<file path="src/rtl/rmap_pkg.sv">
// Shared types and helpers for the RMAP command-header parser.
// Optional statistics counters in the top are enabled with RMAP_PARSER_STATS_EN.
package rmap_pkg;

    typedef enum logic [2:0] {
        S_IDLE,
        S_HDR,
        S_HDR_OUT,
        S_BODY,
        S_DISCARD
    } state_t;

    localparam logic [2:0] ERR_NONE      = 3'd0;
    localparam logic [2:0] ERR_CRC       = 3'd1;
    localparam logic [2:0] ERR_PROTO     = 3'd2;
    localparam logic [2:0] ERR_TYPE      = 3'd3;
    localparam logic [2:0] ERR_EARLY_EOP = 3'd4;

    localparam logic [7:0] PROTOCOL_ID = 8'h01;
    localparam logic [8:0] EOP_CHAR    = 9'h100;
    localparam logic [8:0] EEP_CHAR    = 9'h101;

    // Reflected CRC-8 (x^8+x^2+x+1), bits consumed LSB first as on the link.
    function automatic logic [7:0] crc8_step(input logic [7:0] crc, input logic [7:0] b);
        logic [7:0] c;
        c = crc ^ b;
        for (int i = 0; i < 8; i++)
            c = c[0] ? ((c >> 1) ^ 8'hE0) : (c >> 1);
        return c;
    endfunction

    function automatic logic is_marker(input logic [8:0] w);
        return (w == EOP_CHAR) || (w == EEP_CHAR);
    endfunction

endpackage

</file>
<file path="src/rtl/rmap_crc8.sv">
// Running RMAP header CRC-8; crc_nxt is the value after absorbing din this cycle.
module rmap_crc8
    import rmap_pkg::*;
(
    input  logic       clk,
    input  logic       rst_n,
    input  logic       clr,
    input  logic       en,
    input  logic [7:0] din,
    output logic [7:0] crc_nxt
);
    logic [7:0] crc;

    // A clear and an enable together start a fresh CRC with din as first byte.
    assign crc_nxt = crc8_step(clr ? 8'h00 : crc, din);

    always_ff @(posedge clk or negedge rst_n) begin
        if (!rst_n)   crc <= 8'h00;
        else if (en)  crc <= crc_nxt;
        else if (clr) crc <= 8'h00;
    end
endmodule

</file>
<file path="src/rtl/rmap_header_parser.sv">
// RMAP command-header parser: decodes header fields, checks header CRC, streams the body.
// Define RMAP_PARSER_STATS_EN to add the statPkts/statCrcErr/statDiscard counters.
module rmap_header_parser
    import rmap_pkg::*;
#(
    parameter logic [7:0] TARGET_LA = 8'hFE,
    parameter bit         CHECK_LA  = 1'b1
) (
    input  logic        clk,
    input  logic        rst_n,
    output logic        readEnable,
    input  logic [8:0]  dataOut,
    input  logic        empty,
    output logic        hdrValid,
    input  logic        hdrReady,
    output logic [7:0]  instruction,
    output logic [7:0]  key,
    output logic [7:0]  initiatorLA,
    output logic [7:0]  extAddr,
    output logic [15:0] transId,
    output logic [31:0] address,
    output logic [23:0] dataLength,
    output logic [95:0] replyAddr,
    output logic [3:0]  replyAddrLen,
    output logic [8:0]  bodyData,
    output logic        bodyValid,
    input  logic        bodyReady,
    output logic        errValid,
`ifdef RMAP_PARSER_STATS_EN
    output logic [15:0] statPkts,
    output logic [15:0] statCrcErr,
    output logic [15:0] statDiscard,
`endif
    output logic [2:0]  errCode
);
    state_t     state, state_nxt;
    logic [4:0] cnt;
    logic [4:0] rel;
    logic [3:0] rl;
    logic       in_reply, crc_pos, mark;
    logic       crc_clr, crc_en, err_set;
    logic [2:0] err_code_nxt;
    logic [7:0] crc_nxt;
    logic [7:0] b;

    assign b            = dataOut[7:0];
    assign mark         = is_marker(dataOut);
    assign rl           = {instruction[1:0], 2'b00};
    assign replyAddrLen = rl;
    // cnt counts bytes after the logical address; rel indexes the fixed tail after the reply address.
    assign rel      = cnt - 5'd3 - {1'b0, rl};
    assign in_reply = (cnt >= 5'd3) && (cnt < 5'd3 + {1'b0, rl});
    assign crc_pos  = (cnt >= 5'd3) && !in_reply && (rel == 5'd11);

    rmap_crc8 u_crc (
        .clk    (clk),
        .rst_n  (rst_n),
        .clr    (crc_clr),
        .en     (crc_en),
        .din    (b),
        .crc_nxt(crc_nxt)
    );

    always_ff @(posedge clk or negedge rst_n) begin
        if (!rst_n) state <= S_IDLE;
        else        state <= state_nxt;
    end

    always_comb begin
        state_nxt    = state;
        readEnable   = 1'b0;
        hdrValid     = 1'b0;
        bodyValid    = 1'b0;
        bodyData     = '0;
        err_set      = 1'b0;
        err_code_nxt = ERR_NONE;
        crc_clr      = 1'b0;
        crc_en       = 1'b0;
        case (state)
            S_IDLE: begin
                readEnable = !empty;
                crc_clr    = 1'b1;
                if (!empty && !mark) begin
                    crc_en = 1'b1;
                    if (CHECK_LA && (b != TARGET_LA)) state_nxt = S_DISCARD;
                    else                              state_nxt = S_HDR;
                end
            end
            S_HDR: begin
                readEnable = !empty;
                if (!empty) begin
                    if (mark) begin
                        err_set      = 1'b1;
                        err_code_nxt = ERR_EARLY_EOP;
                        state_nxt    = S_IDLE;
                    end else begin
                        crc_en = 1'b1;
                        if (cnt == 5'd0 && b != PROTOCOL_ID) begin
                            err_set      = 1'b1;
                            err_code_nxt = ERR_PROTO;
                            state_nxt    = S_DISCARD;
                        end else if (cnt == 5'd1 && b[7:6] != 2'b01) begin
                            err_set      = 1'b1;
                            err_code_nxt = ERR_TYPE;
                            state_nxt    = S_DISCARD;
                        end else if (crc_pos) begin
                            if (crc_nxt != 8'h00) begin
                                err_set      = 1'b1;
                                err_code_nxt = ERR_CRC;
                                state_nxt    = S_DISCARD;
                            end else begin
                                state_nxt = S_HDR_OUT;
                            end
                        end
                    end
                end
            end
            S_HDR_OUT: begin
                hdrValid = 1'b1;
                if (hdrReady) state_nxt = S_BODY;
            end
            S_BODY: begin
                bodyValid  = !empty;
                bodyData   = dataOut;
                readEnable = bodyValid && bodyReady;
                if (readEnable && mark) state_nxt = S_IDLE;
            end
            S_DISCARD: begin
                readEnable = !empty;
                if (!empty && mark) state_nxt = S_IDLE;
            end
            default: state_nxt = S_IDLE;
        endcase
    end

    always_ff @(posedge clk or negedge rst_n) begin
        if (!rst_n) begin
            cnt         <= '0;
            instruction <= '0;
            key         <= '0;
            initiatorLA <= '0;
            extAddr     <= '0;
            transId     <= '0;
            address     <= '0;
            dataLength  <= '0;
            replyAddr   <= '0;
            errValid    <= 1'b0;
            errCode     <= '0;
        end else begin
            errValid <= err_set;
            if (err_set) errCode <= err_code_nxt;
            // Multi-byte fields shift in MSB first, so they must start from zero.
            if (state == S_IDLE && state_nxt == S_HDR) begin
                cnt         <= '0;
                instruction <= '0;
                key         <= '0;
                initiatorLA <= '0;
                extAddr     <= '0;
                transId     <= '0;
                address     <= '0;
                dataLength  <= '0;
                replyAddr   <= '0;
            end else if (state == S_HDR && readEnable && !mark) begin
                cnt <= cnt + 5'd1;
                if (cnt == 5'd1)      instruction <= b;
                else if (cnt == 5'd2) key <= b;
                else if (in_reply)    replyAddr <= {replyAddr[87:0], b};
                else if (cnt >= 5'd3) begin
                    case (rel)
                        5'd0:                    initiatorLA <= b;
                        5'd1, 5'd2:              transId     <= {transId[7:0], b};
                        5'd3:                    extAddr     <= b;
                        5'd4, 5'd5, 5'd6, 5'd7:  address     <= {address[23:0], b};
                        5'd8, 5'd9, 5'd10:       dataLength  <= {dataLength[15:0], b};
                        default: ;
                    endcase
                end
            end
        end
    end

`ifdef RMAP_PARSER_STATS_EN
    always_ff @(posedge clk or negedge rst_n) begin
        if (!rst_n) begin
            statPkts    <= '0;
            statCrcErr  <= '0;
            statDiscard <= '0;
        end else begin
            if (state == S_HDR_OUT && hdrReady && statPkts != 16'hFFFF)
                statPkts <= statPkts + 16'd1;
            if (err_set && err_code_nxt == ERR_CRC && statCrcErr != 16'hFFFF)
                statCrcErr <= statCrcErr + 16'd1;
            if (state_nxt == S_DISCARD && state != S_DISCARD && statDiscard != 16'hFFFF)
                statDiscard <= statDiscard + 16'd1;
        end
    end
`endif
endmodule
</file>
<file path="config.mk">
export PLATFORM = sky130hd
export DESIGN_NAME = rmap_header_parser
export DESIGN_NICKNAME = d
export VERILOG_FILES = /design/src/rtl/rmap_pkg.sv /design/src/rtl/rmap_crc8.sv /design/src/rtl/rmap_header_parser.sv
export SDC_FILE = /design/constraint.sdc
export NUM_CORES = 1
export LEC_CHECK = 0
export CORE_UTILIZATION = 30
export DETAILED_ROUTE_END_ITERATION = 16
export MAX_ROUTING_LAYER = met4
export PLACE_DENSITY = 0.66
export RECOVER_POWER = 25
export SYNTH_ARGS = -nofsm -noshare
export SYNTH_HDL_FRONTEND = slang
export SYNTH_SLANG_ARGS = --single-unit
</file>
<file path="constraint.sdc">
create_clock -name clk -period 2.55 [get_ports clk]
set_input_delay 0.255 -clock clk [delete_from_list [all_inputs] [get_ports clk]]
set_output_delay 0.255 -clock clk [all_outputs]
set_load 0.03 [all_outputs]
</file>
==> After elaboration in Yosys (flattened, before gate mapping) <==
Cells that the tools add are included.
W data, S select, Z words.
{ "classes": {"add_sub_neg": 4, "magnitude_cmp": 2, "n_eq_ne": 26, "n_mux": 94, "bitwise_logic": 9, "n_reduce_logical": 42} }
{ "op_table": {"columns": ["cell", "count"], "rows": [
  ["$mux W96", 5],
  ["$mux W8", 31],
  ["$mux W32", 7],
  ["$mux W24", 7],
  ["$mux W16", 7],
  ["$mux W3", 14],
  ["$reduce_and A6 Y1", 5],
  ["$not A2 Y3", 8],
  ["$eq A5 B3 Y1 const B", 4],
  ["$eq A5 B4 Y1 const B", 4],
  ["$reduce_bool A2 Y1", 10],
  ["$eq A9 B9 Y1 const B", 2],
  ["$eq A5 B2 Y1 const B", 3],
  ["$mux W1", 15],
  ["$pmux W3 S5", 1],
  ["$logic_and A1 B1 Y1", 12],
  ["$eq A5 B1 Y1 const B", 2],
  ["$logic_not A5 Y1", 2],
  ["$mux W5", 2],
  ["$mux W9", 1],
  ["$ne A8 B1 Y1 const B", 1],
  ["$ne A8 B8 Y1 const B", 1],
  ["$reduce_bool A8 Y1", 1],
  ["$xor A8 B8 Y8", 1],
  ["22 further kinds", 31]
]} }
{ "totals": {"regBits": 220, "input_bits": 14, "output_inout_bits": 220, "elab_cells": 190} }

==> Logic depth before layout (Yosys ltp) <==
{ "logic_depth": {"ltp_word": 32, "ltp_mapped": 11, "depth_no_buf": 10} }

==> Cells and area by module <==
From an unflattened synthesis, not the netlist that was laid out.
{ "unflattened": {"hier_cells": 892, "area_unflattened_um2": 10142.2} }
{ "by_module_without_submodules": {"columns": ["mod", "n_inst", "cells_per_inst", "area_per_inst_um2", "seq_area_each_um2"], "rows": [
  ["rmap_header_parser", 1, 817, 9402.8, 5305.1],
  ["rmap_crc8", 1, 75, 739.5, 200.2]
]} }

==> Worst setup path before layout <==
OpenSTA, ideal clock, no wires.
{ "synth_path": {"path_kind": "flip-flop to flip-flop", "from": "register instruction[1]", "to": "register transId[11]", "setup_ns": 0.132, "arrival_time_ns": 2.629, "required_ns": 2.418, "slack_ns": -0.211, "path_stages_with_launch": 12, "n_path_buf": 1, "period_less_slack_ns": 2.761, "path_cell_list": "dfrtp_1 > inv_1 > ha_1 > inv_1 > ha_1 > a21oi_1 > xnor2_1 > nand4_4 > nor3_4 > buf_6 > mux2i_1 > nor2_1"} }
{ "synth_between": {"elab_chain_len": 16, "elab_cells_between_ends": 27, "classes_between": "add/sub: 2; order compare: 1; eq/ne: 7; mux: 7; reduce/logical: 10"} }
{ "synth_rtl": {"columns": ["element", "line", "text"], "rows": [
  ["start: declaration", "rmap_header_parser.sv:16", "output logic [7:0] instruction,"],
  ["start signal: assignment", "rmap_header_parser.sv:139", "instruction <= '0;"],
  ["start signal: assignment", "rmap_header_parser.sv:155", "instruction <= '0;"],
  ["start signal: assignment", "rmap_header_parser.sv:165", "if (cnt == 5'd1) instruction <= b;"],
  ["$add A2 B4 Y5", "rmap_header_parser.sv:52", "assign in_reply = (cnt >= 5'd3) && (cnt < 5'd3 + {1'b0, rl});"],
  ["$lt A5 B5 Y1", "rmap_header_parser.sv:52", null],
  ["$logic_and A1 B1 Y1", "rmap_header_parser.sv:52", null],
  ["$logic_not A1 Y1", "rmap_header_parser.sv:53", "assign crc_pos = (cnt >= 5'd3) && !in_reply && (rel == 5'd11);"],
  ["$logic_and A1 B1 Y1 (2 in a row)", "rmap_header_parser.sv:53", null],
  ["$mux W3", "rmap_header_parser.sv:106", "end else if (crc_pos) begin"],
  ["$mux W3", "rmap_header_parser.sv:102", "end else if (cnt == 5'd1 && b[7:6] != 2'b01) begin"],
  ["$mux W3", "rmap_header_parser.sv:98", "if (cnt == 5'd0 && b != PROTOCOL_ID) begin"],
  ["$mux W3", "rmap_header_parser.sv:92", "if (mark) begin"],
  ["$mux W3", "rmap_header_parser.sv:91", "if (!empty) begin"],
  ["$pmux W3 S5", "rmap_header_parser.sv:79", "case (state)"],
  ["$eq A3 B1 Y1", "rmap_header_parser.sv:153", "if (state == S_IDLE && state_nxt == S_HDR) begin"],
  ["$logic_and A1 B1 Y1", "rmap_header_parser.sv:153", null],
  ["$ne A2 B2 Y1 (no line) (tied with other cells)", null, null],
  ["$reduce_and A6 Y1 (no line)", null, null],
  ["end signal: assignment", "rmap_header_parser.sv:171", "5'd1, 5'd2: transId <= {transId[7:0], b};"],
  ["end: declaration", "rmap_header_parser.sv:20", "output logic [15:0] transId,"]
]} }
Several ways; a longest one is shown, not always the timed one.
A chain may end at the register's enable or synchronous reset.

==> Worst setup path in the final report <==
{ "layout_path": {"from": "register state[1]", "to": "register errCode[2]"} }
{ "layout_between": {"elab_chain_len": 22, "elab_cells_between_ends": 30, "classes_between": "eq/ne: 1; mux: 18; bitwise: 9; reduce/logical: 2"} }
{ "layout_rtl": {"columns": ["element", "line", "text"], "rows": [
  ["start: declaration", "rmap_header_parser.sv:36", "state_t state, state_nxt;"],
  ["start signal: assignment", "rmap_header_parser.sv:66", "else state <= state_nxt;"],
  ["$logic_not A3 Y1", "rmap_header_parser.sv:79", null],
  ["$mux W1", "rmap_header_parser.sv:79", null],
  ["$mux W8", null, null],
  ["$xor A8 B8 Y8", "rmap_pkg.sv:26", "c = crc ^ b;"],
  ["$mux W8 / $not A2 Y3 (equally long branches)", null, null],
  ["$not A2 Y3 (no line) / $mux W8 (equally long branches)", null, null],
  ["$mux W8 / $not A2 Y3 (equally long branches)", null, null],
  ["$not A2 Y3 (no line) / $mux W8 (equally long branches)", null, null],
  ["[... 6 more ...]", null, null],
  ["$reduce_bool A8 Y1", "rmap_header_parser.sv:107", "if (crc_nxt != 8'h00) begin"],
  ["$mux W1", "rmap_header_parser.sv:107", null],
  ["$mux W1", "rmap_header_parser.sv:106", null],
  ["$mux W1", "rmap_header_parser.sv:102", null],
  ["$mux W1", "rmap_header_parser.sv:98", null],
  ["$mux W1", "rmap_header_parser.sv:92", null],
  ["$mux W1", "rmap_header_parser.sv:91", null],
  ["$mux W1", "rmap_header_parser.sv:79", null],
  ["end signal: assignment", "rmap_header_parser.sv:151", "if (err_set) errCode <= err_code_nxt;"],
  ["end: declaration", "rmap_header_parser.sv:34", "output logic [2:0] errCode"]
]} }
Several ways; a longest one is shown, not always the timed one.

==> reports/metrics.yaml <==
hold_viol_final: 0
nFillCells: 2996
fin_skew_ns: 0.0410
io_buffers: 231
tightest_slew_ns: 1.84
critPathKind: "reg2reg"
synth-xor-area-share_pct: 3.35
rsz0062_at_grt: "true"
dr.pass1.iters: 5
setup_viol: 0
crit_arrival_ns: 2.92
synth_top_family_by_area: "simple AND/OR/NAND/NOR gates"
met2_length_mm: 13.1
synth_top_area_cell: "dfrtp_1"
drive_above_1_share_pct: 13.1
swShare_pct: 25.4
synth_ff_type: "dfrtp_1"
ioPinCount: 234
finish.net_count: 1294
cts_root_buf: "clkbuf_16"
endpoint_kind: "flop"
status: "finished with violations"
synthSimpleGateAreaFrac_pct: 17.9
cts_sinks: 220
finalCritPeriodShare_pct: 98.3
diodes: 0
synth-adder-area-share_pct: 1.54
max_freq_ghz: 0.399
violations: "max-capacitance violations, max-slew violations"
cts_made_buffers: 26
htreeDepth: 1
place_ws_ns: -0.273
grt.total_usage_pct: 17.8
synth_commonest_cells: "nand2_1 (241), dfrtp_1 (220), nor2_1 (99)"
synthCells: 996
viasPerCell: 4.71
syn_area_um2: 9780
core-area_um2: 31800
power.switching_mw: 2.27
path_clk_slew_ns: 0.06
cellLeakagePower_nw: 6.76
setup-tns-final_ns: 0
start_kind: "flop"
synth_cell_types: 51
wl_met1_mm: 13.0
dr.first_iter.drc_count: 433
top_layer_used: "met4"
rrSetupSlack_ns: 0.04
peakVddDrop_uv: 470
slew_headroom_pct: -22.7
die-height_um: 183
slew_violations: 78
post-route-min-period_ns: 2.51
grt_pass1_wl_mm: 45.8
area_growth_pct: 46.2
synth-seq-area-share_pct: 56.3
cp.required_ns: 2.97
seq_power_share_pct: 40.1
synthArstFlopShare_pct: 100
ant_nets: 0
min_path_type: "in2reg"
cts_tree: "done"
die_area_um2: 33300
power_density_nw_per_um2: 627
ys_warn_count: 0
power.internal_mw: 6.69
grt.overflow.total: 0
netlist.area_leader.share_pct: 56.3
pwr-share-comb_pct: 14.2
setup_slack_ns: 0.0446
grt_antenna_before_repair: 0
synth.avg_cell_area_um2: 9.82
cts_buffer_depth: 3
synth_edf_count: 0
clk_latency_ns: 0.55
drcViolationCount: 0
grt_max_degree: 79
routed-wl-met3_mm: 2.18
ys_ff_latch: 220
wl_mm: 29.0
die_width_um: 183
wl_per_cell_um: 16.8
clkPwrFrac_pct: 45.6
start_util_pct: 30.7
path_max_fanout: 13
synthTopCellsByArea: "dfrtp_1 (56%), nand2_1 (9.3%), mux2i_1 (8.5%)"
grt_pass1_vias: 8016
via_count: 8109
cap_violations: 1
muxShareOfSynthArea_pct: 8.50
place_congestion: 0.840
synth.most_common_cell: "nand2_1"
rows: 65
synth-compound-area-share_pct: 8.56
dp_hpwl_mm: 19.5
-- through the flow --
step / cells / utilization, % / hold slack (ns) / area, um2 / power [mW]
floorplan: 997 / - / -0.0406 / 9790 / 4.27
global placement: 1668 / 41.3 / 0.297 / 13100 / 4.71
detailed placement: 1668 / 41.3 / 0.292 / 13100 / 4.73
CTS: 1718 / 44.4 / 0.320 / 14100 / 8.85
global route: 1722 / 44.9 / 0.417 / 14300 / 9.31
finish: 1722 / 44.9 / 0.414 / 14300 / 8.96
-- repair_timing --
action,4_1_cts,5_1_grt
setup endpoints to repair,16,45
cloned,0,1
hold buffers,1,0
pin swaps,2,8
gates resized for setup,14,25
buffers inserted,2,3
endpoints found under the hold margin,72,0
-- state kept, by name (all words and copies together) (netlist names) --
signal       cells
initiatorLA      8
errCode          3
key              8
transId         16
extAddr          8
state            3
u_crc.crc        8
cnt              5
errValid         1
dataLength      24
address         32
replyAddr       96
instruction      8
-- final timing paths --
check	from	endpoint	cells after the start
setup / recovery	state[1]	errCode[2]	10
hold / removal	hdrReady	state[0]	3
setup reg to reg	state[1]	errCode[2]	10
hold reg to reg	key[0]	key[0]	2
max in group asynchronous	rst_n	address[15]	3
min in group asynchronous	rst_n	replyAddr[59]	2
-- area by class of cell --
cell class,instances,area [um2],share of cell area [%]
timing repair buffer,317,3170,22.2
sequential,220,5510,38.5
inverter,12,45.0,0.315
multi-input combinational,691,4080,28.5
clock inverter,16,241,1.69
tap,435,544,3.81
clock buffer,31,709,4.96
-- placed cells by master (no fill, tap or decap), types with 5 or more instances in the layout --
cell type,instances
a21oi_1,97
and2_1,9
buf_12,16
buf_4,65
bufinv_16,5
clkbuf_16,27
clkdlybuf4s50_1,219
dfrtp_1,219
dlygate4sd2_1,10
ha_1,11
inv_1,12
mux2i_1,83
nand2_1,240
nand3_1,18
nand4_1,6
nor2_1,98
o21ai_0,32
o31ai_2,5
xnor2_1,10
xnor2_2,6
xor2_1,14
-- metal layers --
layer	vias up	track usage [%]
met3	52	4.31
met4	0	4.27
met5	-	-
met2	259	27.4
li1	3836	-
met1	3962	23.7
-- power groups by stage --
stage	logic (mW)	clock network [mW]	registers, mW
finish	1.27	4.09	3.60
global route	1.38	4.33	3.60
CTS	1.09	4.17	3.59
detailed placement	1.08	0	3.66
global placement	1.06	0	3.65
floorplan	0.608	0	3.67
-- worst max-delay path: stages, from the launching register on --
cell	delay [ns]
dfrtp_1	0.42
buf_12	0.17
o31ai_2	0.30
xor2_1	0.13
buf_4	0.16
buf_4	0.13
xnor2_1	0.30
and3_1	0.29
nor2_4	0.06
o21a_1	0.20
o31ai_1	0.26
-- cell families after synthesis --
kind of cell             count (synthesis)
AO/OA/AOI/OAI                          151
other                                    1
flip-flops                             220
AND/OR/NAND/NOR                        408
multiplexers                            83
XOR/XNOR                                35
adder cells (fa/ha/maj)                 12
buffers and inverters                   86
Note: power is estimated with default switching activity, not from simulation.
